<file path="config.mk">
export PLATFORM = sky130hd
export DESIGN_NAME = lsu_mem_master_flat
export DESIGN_NICKNAME = d
export VERILOG_FILES = /design/src/rtl/lsu_mem_master_if.sv /design/src/rtl/lsu_mem_master.sv /design/src/flat_wrapper.sv
export SDC_FILE = /design/constraint.sdc
export NUM_CORES = 1
export LEC_CHECK = 0
export CELL_PAD_IN_SITES_DETAIL_PLACEMENT = 0
export CELL_PAD_IN_SITES_GLOBAL_PLACEMENT = 1
export CORE_UTILIZATION = 37
export CTS_CLUSTER_DIAMETER = 120
export DETAILED_ROUTE_END_ITERATION = 12
export PLACE_DENSITY = 0.91
export SETUP_SLACK_MARGIN = 0.05
export SYNTH_ARGS = -nofsm -noshare
export SYNTH_HDL_FRONTEND = slang
export SYNTH_SLANG_ARGS = --single-unit
</file>
<file path="constraint.sdc">
create_clock -name clk -period 5.8 [get_ports clk]
set_input_delay 1.74 -clock clk [delete_from_list [all_inputs] [get_ports clk]]
set_output_delay 1.74 -clock clk [all_outputs]
set_load 0.1 [all_outputs]
</file>
<file path="src/rtl/lsu_mem_master_if.sv">
// Request, response and data-memory signals shared by the load/store unit and its environment.
// master = the LSU's view, slave = the pipeline-plus-memory view.
interface lsu_mem_master_if;
    logic        req_valid;
    logic        req_ready;
    logic        req_we;
    logic [1:0]  req_size;
    logic        req_unsigned;
    logic [31:0] req_addr;
    logic [31:0] req_wdata;
    logic        resp_valid;
    logic [31:0] resp_rdata;
    logic        resp_err;
    logic [31:0] mem_addr;
    logic [31:0] mem_wdata;
    logic        mem_we;
    logic [31:0] mem_rdata;

    modport master (
        input  req_valid, req_we, req_size, req_unsigned, req_addr, req_wdata, mem_rdata,
        output req_ready, resp_valid, resp_rdata, resp_err, mem_addr, mem_wdata, mem_we
    );

    modport slave (
        output req_valid, req_we, req_size, req_unsigned, req_addr, req_wdata, mem_rdata,
        input  req_ready, resp_valid, resp_rdata, resp_err, mem_addr, mem_wdata, mem_we
    );
endinterface

</file>
<file path="src/rtl/lsu_mem_master.sv">
// Load/store initiator for a word-addressed data memory: sub-word stores use read-modify-write.
// Define LSU_MISALIGN_TRAP_EN to fault misaligned halfword/word accesses instead of aligning them.
module lsu_mem_master #(
    parameter int unsigned MEM_WORDS = 1024
) (
    input  logic               clk,
    input  logic               rst,
    lsu_mem_master_if.master   bus
);
    typedef enum logic [1:0] {ST_IDLE, ST_ACCESS, ST_WRITE, ST_RESP} state_t;

    localparam logic [29:0] MEM_WORDS_IDX = 30'(MEM_WORDS);

    state_t      state_q, state_d;
    logic        req_ready_q, req_ready_d;
    logic        resp_valid_q, resp_valid_d;
    logic [31:0] resp_rdata_q, resp_rdata_d;
    logic        resp_err_q, resp_err_d;
    logic [31:0] mem_addr_q, mem_addr_d;
    logic [31:0] mem_wdata_q, mem_wdata_d;
    logic        mem_we_q, mem_we_d;
    logic        lat_we_q, lat_we_d;
    logic [1:0]  lat_size_q, lat_size_d;
    logic        lat_unsigned_q, lat_unsigned_d;
    logic [1:0]  lat_off_q, lat_off_d;
    logic [31:0] lat_wdata_q, lat_wdata_d;
    logic        lat_err_q, lat_err_d;

    logic accept;
    logic misalign;
    logic req_err;

    function automatic logic [31:0] load_extend(input logic [31:0] word, input logic [1:0] size,
                                                input logic [1:0] off, input logic uns);
        logic [7:0]  b;
        logic [15:0] h;
        logic [31:0] res;
        b = word[{off, 3'b000} +: 8];
        h = off[1] ? word[31:16] : word[15:0];
        case (size)
            2'b00:   res = uns ? {24'h0, b} : {{24{b[7]}}, b};
            2'b01:   res = uns ? {16'h0, h} : {{16{h[15]}}, h};
            default: res = word;
        endcase
        return res;
    endfunction

    // Halfword lane comes from off[1] alone, which also realigns odd halfword addresses.
    function automatic logic [31:0] store_merge(input logic [31:0] word, input logic [31:0] wdata,
                                                input logic [1:0] size, input logic [1:0] off);
        logic [31:0] res;
        res = word;
        if (size == 2'b00) begin
            res[{off, 3'b000} +: 8] = wdata[7:0];
        end else if (off[1]) begin
            res[31:16] = wdata[15:0];
        end else begin
            res[15:0] = wdata[15:0];
        end
        return res;
    endfunction

    assign accept = bus.req_valid && req_ready_q;

`ifdef LSU_MISALIGN_TRAP_EN
    assign misalign = ((bus.req_size == 2'b01) && bus.req_addr[0]) ||
                      ((bus.req_size == 2'b10) && (bus.req_addr[1:0] != 2'b00));
`else
    assign misalign = 1'b0;
`endif

    assign req_err = (bus.req_size == 2'b11) || (bus.req_addr[31:2] >= MEM_WORDS_IDX) || misalign;

    always_comb begin
        state_d        = state_q;
        req_ready_d    = req_ready_q;
        resp_valid_d   = resp_valid_q;
        resp_rdata_d   = resp_rdata_q;
        resp_err_d     = resp_err_q;
        mem_addr_d     = mem_addr_q;
        mem_wdata_d    = mem_wdata_q;
        mem_we_d       = mem_we_q;
        lat_we_d       = lat_we_q;
        lat_size_d     = lat_size_q;
        lat_unsigned_d = lat_unsigned_q;
        lat_off_d      = lat_off_q;
        lat_wdata_d    = lat_wdata_q;
        lat_err_d      = lat_err_q;

        case (state_q)
            ST_IDLE: begin
                if (accept) begin
                    state_d        = ST_ACCESS;
                    req_ready_d    = 1'b0;
                    lat_we_d       = bus.req_we;
                    lat_size_d     = bus.req_size;
                    lat_unsigned_d = bus.req_unsigned;
                    lat_off_d      = bus.req_addr[1:0];
                    lat_wdata_d    = bus.req_wdata;
                    lat_err_d      = req_err;
                    mem_addr_d     = {2'b00, bus.req_addr[31:2]};
                    // Word stores write during the access cycle itself.
                    if (bus.req_we && (bus.req_size == 2'b10) && !req_err) begin
                        mem_we_d    = 1'b1;
                        mem_wdata_d = bus.req_wdata;
                    end
                end
            end
            ST_ACCESS: begin
                mem_we_d = 1'b0;
                if (!lat_err_q && lat_we_q && (lat_size_q != 2'b10)) begin
                    state_d     = ST_WRITE;
                    mem_we_d    = 1'b1;
                    mem_wdata_d = store_merge(bus.mem_rdata, lat_wdata_q, lat_size_q, lat_off_q);
                end else begin
                    state_d      = ST_RESP;
                    resp_valid_d = 1'b1;
                    resp_err_d   = lat_err_q;
                    resp_rdata_d = (!lat_err_q && !lat_we_q) ?
                                   load_extend(bus.mem_rdata, lat_size_q, lat_off_q, lat_unsigned_q) :
                                   32'h0;
                end
            end
            ST_WRITE: begin
                state_d      = ST_RESP;
                mem_we_d     = 1'b0;
                resp_valid_d = 1'b1;
                resp_err_d   = 1'b0;
                resp_rdata_d = 32'h0;
            end
            ST_RESP: begin
                state_d      = ST_IDLE;
                resp_valid_d = 1'b0;
                req_ready_d  = 1'b1;
            end
            default: begin
                state_d     = ST_IDLE;
                req_ready_d = 1'b1;
                mem_we_d    = 1'b0;
            end
        endcase
    end

    always_ff @(posedge clk or posedge rst) begin
        if (rst) begin
            state_q        <= ST_IDLE;
            req_ready_q    <= 1'b1;
            resp_valid_q   <= 1'b0;
            resp_rdata_q   <= 32'h0;
            resp_err_q     <= 1'b0;
            mem_addr_q     <= 32'h0;
            mem_wdata_q    <= 32'h0;
            mem_we_q       <= 1'b0;
            lat_we_q       <= 1'b0;
            lat_size_q     <= 2'b00;
            lat_unsigned_q <= 1'b0;
            lat_off_q      <= 2'b00;
            lat_wdata_q    <= 32'h0;
            lat_err_q      <= 1'b0;
        end else begin
            state_q        <= state_d;
            req_ready_q    <= req_ready_d;
            resp_valid_q   <= resp_valid_d;
            resp_rdata_q   <= resp_rdata_d;
            resp_err_q     <= resp_err_d;
            mem_addr_q     <= mem_addr_d;
            mem_wdata_q    <= mem_wdata_d;
            mem_we_q       <= mem_we_d;
            lat_we_q       <= lat_we_d;
            lat_size_q     <= lat_size_d;
            lat_unsigned_q <= lat_unsigned_d;
            lat_off_q      <= lat_off_d;
            lat_wdata_q    <= lat_wdata_d;
            lat_err_q      <= lat_err_d;
        end
    end

    assign bus.req_ready  = req_ready_q;
    assign bus.resp_valid = resp_valid_q;
    assign bus.resp_rdata = resp_rdata_q;
    assign bus.resp_err   = resp_err_q;
    assign bus.mem_addr   = mem_addr_q;
    assign bus.mem_wdata  = mem_wdata_q;
    assign bus.mem_we     = mem_we_q;
endmodule

</file>
<file path="src/flat_wrapper.sv">
// flat-port wrapper written by rule: the top's interface ports become plain ports
module lsu_mem_master_flat 
#(
    parameter int unsigned MEM_WORDS = 1024
)
  (clk, rst, bus_req_valid, bus_req_we, bus_req_size, bus_req_unsigned, bus_req_addr, bus_req_wdata, bus_mem_rdata, bus_req_ready, bus_resp_valid, bus_resp_rdata, bus_resp_err, bus_mem_addr, bus_mem_wdata, bus_mem_we);
  lsu_mem_master_if bus_i ();
  input  logic clk;
  input  logic rst;
  input wire logic [$bits(bus_i.req_valid)-1:0] bus_req_valid;
  input wire logic [$bits(bus_i.req_we)-1:0] bus_req_we;
  input wire logic [$bits(bus_i.req_size)-1:0] bus_req_size;
  input wire logic [$bits(bus_i.req_unsigned)-1:0] bus_req_unsigned;
  input wire logic [$bits(bus_i.req_addr)-1:0] bus_req_addr;
  input wire logic [$bits(bus_i.req_wdata)-1:0] bus_req_wdata;
  input wire logic [$bits(bus_i.mem_rdata)-1:0] bus_mem_rdata;
  output wire logic [$bits(bus_i.req_ready)-1:0] bus_req_ready;
  output wire logic [$bits(bus_i.resp_valid)-1:0] bus_resp_valid;
  output wire logic [$bits(bus_i.resp_rdata)-1:0] bus_resp_rdata;
  output wire logic [$bits(bus_i.resp_err)-1:0] bus_resp_err;
  output wire logic [$bits(bus_i.mem_addr)-1:0] bus_mem_addr;
  output wire logic [$bits(bus_i.mem_wdata)-1:0] bus_mem_wdata;
  output wire logic [$bits(bus_i.mem_we)-1:0] bus_mem_we;
  assign bus_i.req_valid = bus_req_valid;
  assign bus_i.req_we = bus_req_we;
  assign bus_i.req_size = bus_req_size;
  assign bus_i.req_unsigned = bus_req_unsigned;
  assign bus_i.req_addr = bus_req_addr;
  assign bus_i.req_wdata = bus_req_wdata;
  assign bus_i.mem_rdata = bus_mem_rdata;
  assign bus_req_ready = bus_i.req_ready;
  assign bus_resp_valid = bus_i.resp_valid;
  assign bus_resp_rdata = bus_i.resp_rdata;
  assign bus_resp_err = bus_i.resp_err;
  assign bus_mem_addr = bus_i.mem_addr;
  assign bus_mem_wdata = bus_i.mem_wdata;
  assign bus_mem_we = bus_i.mem_we;
  lsu_mem_master #(.MEM_WORDS(MEM_WORDS)) u_core (.clk(clk), .rst(rst), .bus(bus_i));
endmodule
</file>
==> results.sh <==
export IMPL_cts_buffers_inserted=17
export IMPL_reg2reg_from="u_core.state_q[0]"
export IMPL_clockBufferDepth=2
export IMPL_crit_chain="clkdlybuf4s50_1"
export IMPL_dp_hpwl_um=14900
export IMPL_track_usage=0.225
export IMPL_num_io_pins=203
export IMPL_cp_slowest_cell="clkdlybuf4s50_1"
export IMPL_grt_overflow=0
export IMPL_ant_nets=0
export IMPL_cp_required_ns=4.06
export IMPL_setup_viol=0
export IMPL_report_final_hold_viol_count=0
export IMPL_final_period_utilization=0.666
export IMPL_worstPathArrival_ns=2.12
export IMPL_path_clk_slew_ns=0.06
export IMPL_hold_buffers=0
export IMPL_antenna_found_initial=1
export IMPL_cp_top_family="buffers and inverters"
export IMPL_slew_headroom=0.250
export IMPL_clk_latency_ns=0.42
export IMPL_yosysSeqAreaShare=0.454
export IMPL_portBuffers=200
export IMPL_min_delay_start="u_core.bus.resp_rdata[6]"
export IMPL_dr_total_vias=5487
export IMPL_grt_max_degree=72
export IMPL_status="finished, final reports clean"
export IMPL_area_delta_synth_final_pct=41.1
export IMPL_cts_root_buf="clkbuf_16"
export IMPL_final_area_mm2=0.00956
export IMPL_critPathLaunch="u_core.bus.req_ready"
export IMPL_n_antenna_cell=0
export IMPL_gp_congestion=0.886
export IMPL_nets=873
export IMPL_async_reset_ff_frac=1.00
export IMPL_viasPerCell=5.48
export IMPL_whs_ns=0.477
export IMPL_hold_class="register to register"
export IMPL_drive_gt1_frac=0.158
export IMPL_worst_setup_path_type="register to output port"
export IMPL_routedWlPerCell_um=20.5
export IMPL_fmax_mhz=259
export IMPL_postCtsSetupBuffers=0
export IMPL_fill_cells=1571
export IMPL_cts_sinks=123
export IMPL_setup_tns_ns=0
export IMPL_rsz0062_at_grt="no"
export IMPL_first_pass_iters=4
export IMPL_cts_tree="done"
export IMPL_finClkSkew_ns=0.0109
export IMPL_grt_pass1_vias=5506
export IMPL_netlist_instances=574
export IMPL_ys_types=47
export IMPL_rows=49
export IMPL_start_util=0.377
export IMPL_cts_htree_levels=4
export IMPL_max_stage_delay_ns=1.15
export IMPL_fp_coreArea_mm2=0.0180
export IMPL_crit_path_end_kind="output port"
export IMPL_worstMarginPinSlew_ns=1.13
export IMPL_drc=0
export IMPL_grt_pass1_wl_um=31200
export IMPL_die_w_um=137
export IMPL_synth_warnings=0
export IMPL_die_y_um=137
export IMPL_routed_wl_um=20500
export IMPL_critPathBufInv=1
export IMPL_fin_util=0.532
export IMPL_maxSlewViolCount=0
export IMPL_finalCriticalPeriod_ns=3.86
export IMPL_die_area_mm2=0.0189
export IMPL_ctsResizeCount=0
export IMPL_netlist_area_mm2=0.00678
export IMPL_place_area_mm2=0.00893
export IMPL_synth_ff_type="dfrtp_1"
export IMPL_avgSynthCellArea_um2=11.8
export IMPL_drt_initial_drc_count=392
export IMPL_synth_edf_count=0
export IMPL_cap_violations=0
export IMPL_ys_ff_latch=123
export IMPL_worst_setup_path_start_kind="register"
export IMPL_cp_max_fo=4
cell usage in the layout (no fill, tap or decap), types with 10 or more instances in the layout:
| cell | instances |
|---|---|
| dfrtp_1 | 121 |
| clkbuf_16 | 17 |
| buf_4 | 10 |
| mux2_4 | 30 |
| mux2i_1 | 34 |
| o21ai_0 | 10 |
| mux2_2 | 24 |
| inv_1 | 15 |
| a21oi_1 | 50 |
| a221oi_1 | 16 |
| clkdlybuf4s50_1 | 200 |
| nor2_1 | 10 |
| mux2_1 | 70 |
| a22oi_1 | 16 |
| a221oi_2 | 16 |
| nand2_1 | 42 |
synth_stat cells (3+ instances only):
cell,count,area share
a21oi_1,50,0.037
nor4bb_1,3,0.0044
nor2_1,10,0.0055
buf_6,7,0.012
clkbuf_1,28,0.016
mux2i_1,34,0.050
mux2_2,24,0.040
mux2_1,70,0.12
a31oi_1,4,0.0037
inv_1,16,0.0089
nand2_1,42,0.023
o21ai_1,8,0.0059
o221ai_1,7,0.0090
o21ai_0,10,0.0074
a21o_1,7,0.0078
a221oi_1,16,0.021
ha_1,10,0.018
nor4_1,3,0.0028
mux2_4,30,0.066
nand3_1,4,0.0030
dfrtp_1,122,0.45
a221oi_2,16,0.035
a22oi_1,16,0.018
buf_2,6,0.0044
nand2b_1,3,0.0028
worst paths after layout:
path / to / slack [ns] / depth (start not counted)
worst max register to register: u_core.bus.resp_rdata[25] / 3.04 / 6
min in group asynchronous: u_core.bus.mem_addr[0] / 1.88 / 2
worst min-delay path: u_core.bus.resp_rdata[6] / 0.48 / 2
worst min register to register: u_core.bus.resp_rdata[6] / 0.48 / 2
max in group asynchronous: u_core.lat_wdata_q[7] / 2.98 / 3
worst max-delay path: bus_req_ready / 1.94 / 1
state kept, by name, summed over array words and instances, names as in the netlist, 2 cells and up:
| name | cells |
|---|---|
| u_core.lat_size_q | 2 |
| u_core.state_q | 2 |
| u_core.bus.mem_wdata | 32 |
| u_core.bus.resp_rdata | 32 |
| u_core.bus.mem_addr | 30 |
| u_core.lat_off_q | 2 |
| u_core.lat_wdata_q | 16 |
cell families (layout without fill, tap and decap cells):
group,Yosys count,in the layout,share of synthesized area
AO/OA/AOI/OAI,141,141,0.154
adder cells (fa/ha/maj),10,10,0.0185
buffers and inverters,62,260,0.0443
flip-flops,123,123,0.454
multiplexers,158,158,0.273
other,1,2,0.000553
AND/OR/NAND/NOR,79,79,0.0558
per-layer routing:
| metal | vias to the layer above | share of wire | global-route usage |
|---|---|---|---|
| met4 | 2 | 0.013 | 0.0598 |
| met5 | - | 0.00063 | 0 |
| met2 | 236 | 0.48 | 0.366 |
| met1 | 2717 | 0.42 | 0.277 |
| met3 | 25 | 0.095 | 0.0865 |
| li1 | 2507 | - | - |
per-stage QoR:
step / worst slack [ns] / instances
2_1_floorplan: 0.791 / 575
3_3_place_gp: 1.67 / 970
3_5_place_dp: 1.63 / 970
4_1_cts: 1.91 / 1002
5_1_grt: 1.89 / 1002
6_report: 1.94 / 1002
area by class of cell:
type	instances	area [um2]	area share
Clock buffer	18	439	0.0459
Sequential cell	123	3080	0.322
Inverter	18	70.1	0.00733
Timing Repair Buffer	210	2080	0.217
Clock inverter	14	195	0.0204
Multi-Input combinational cell	390	3410	0.357
Tap cell	229	287	0.0300
Power is not shown: default switching activity piles up to over one toggle a cycle in this logic, so the estimate is an artifact.
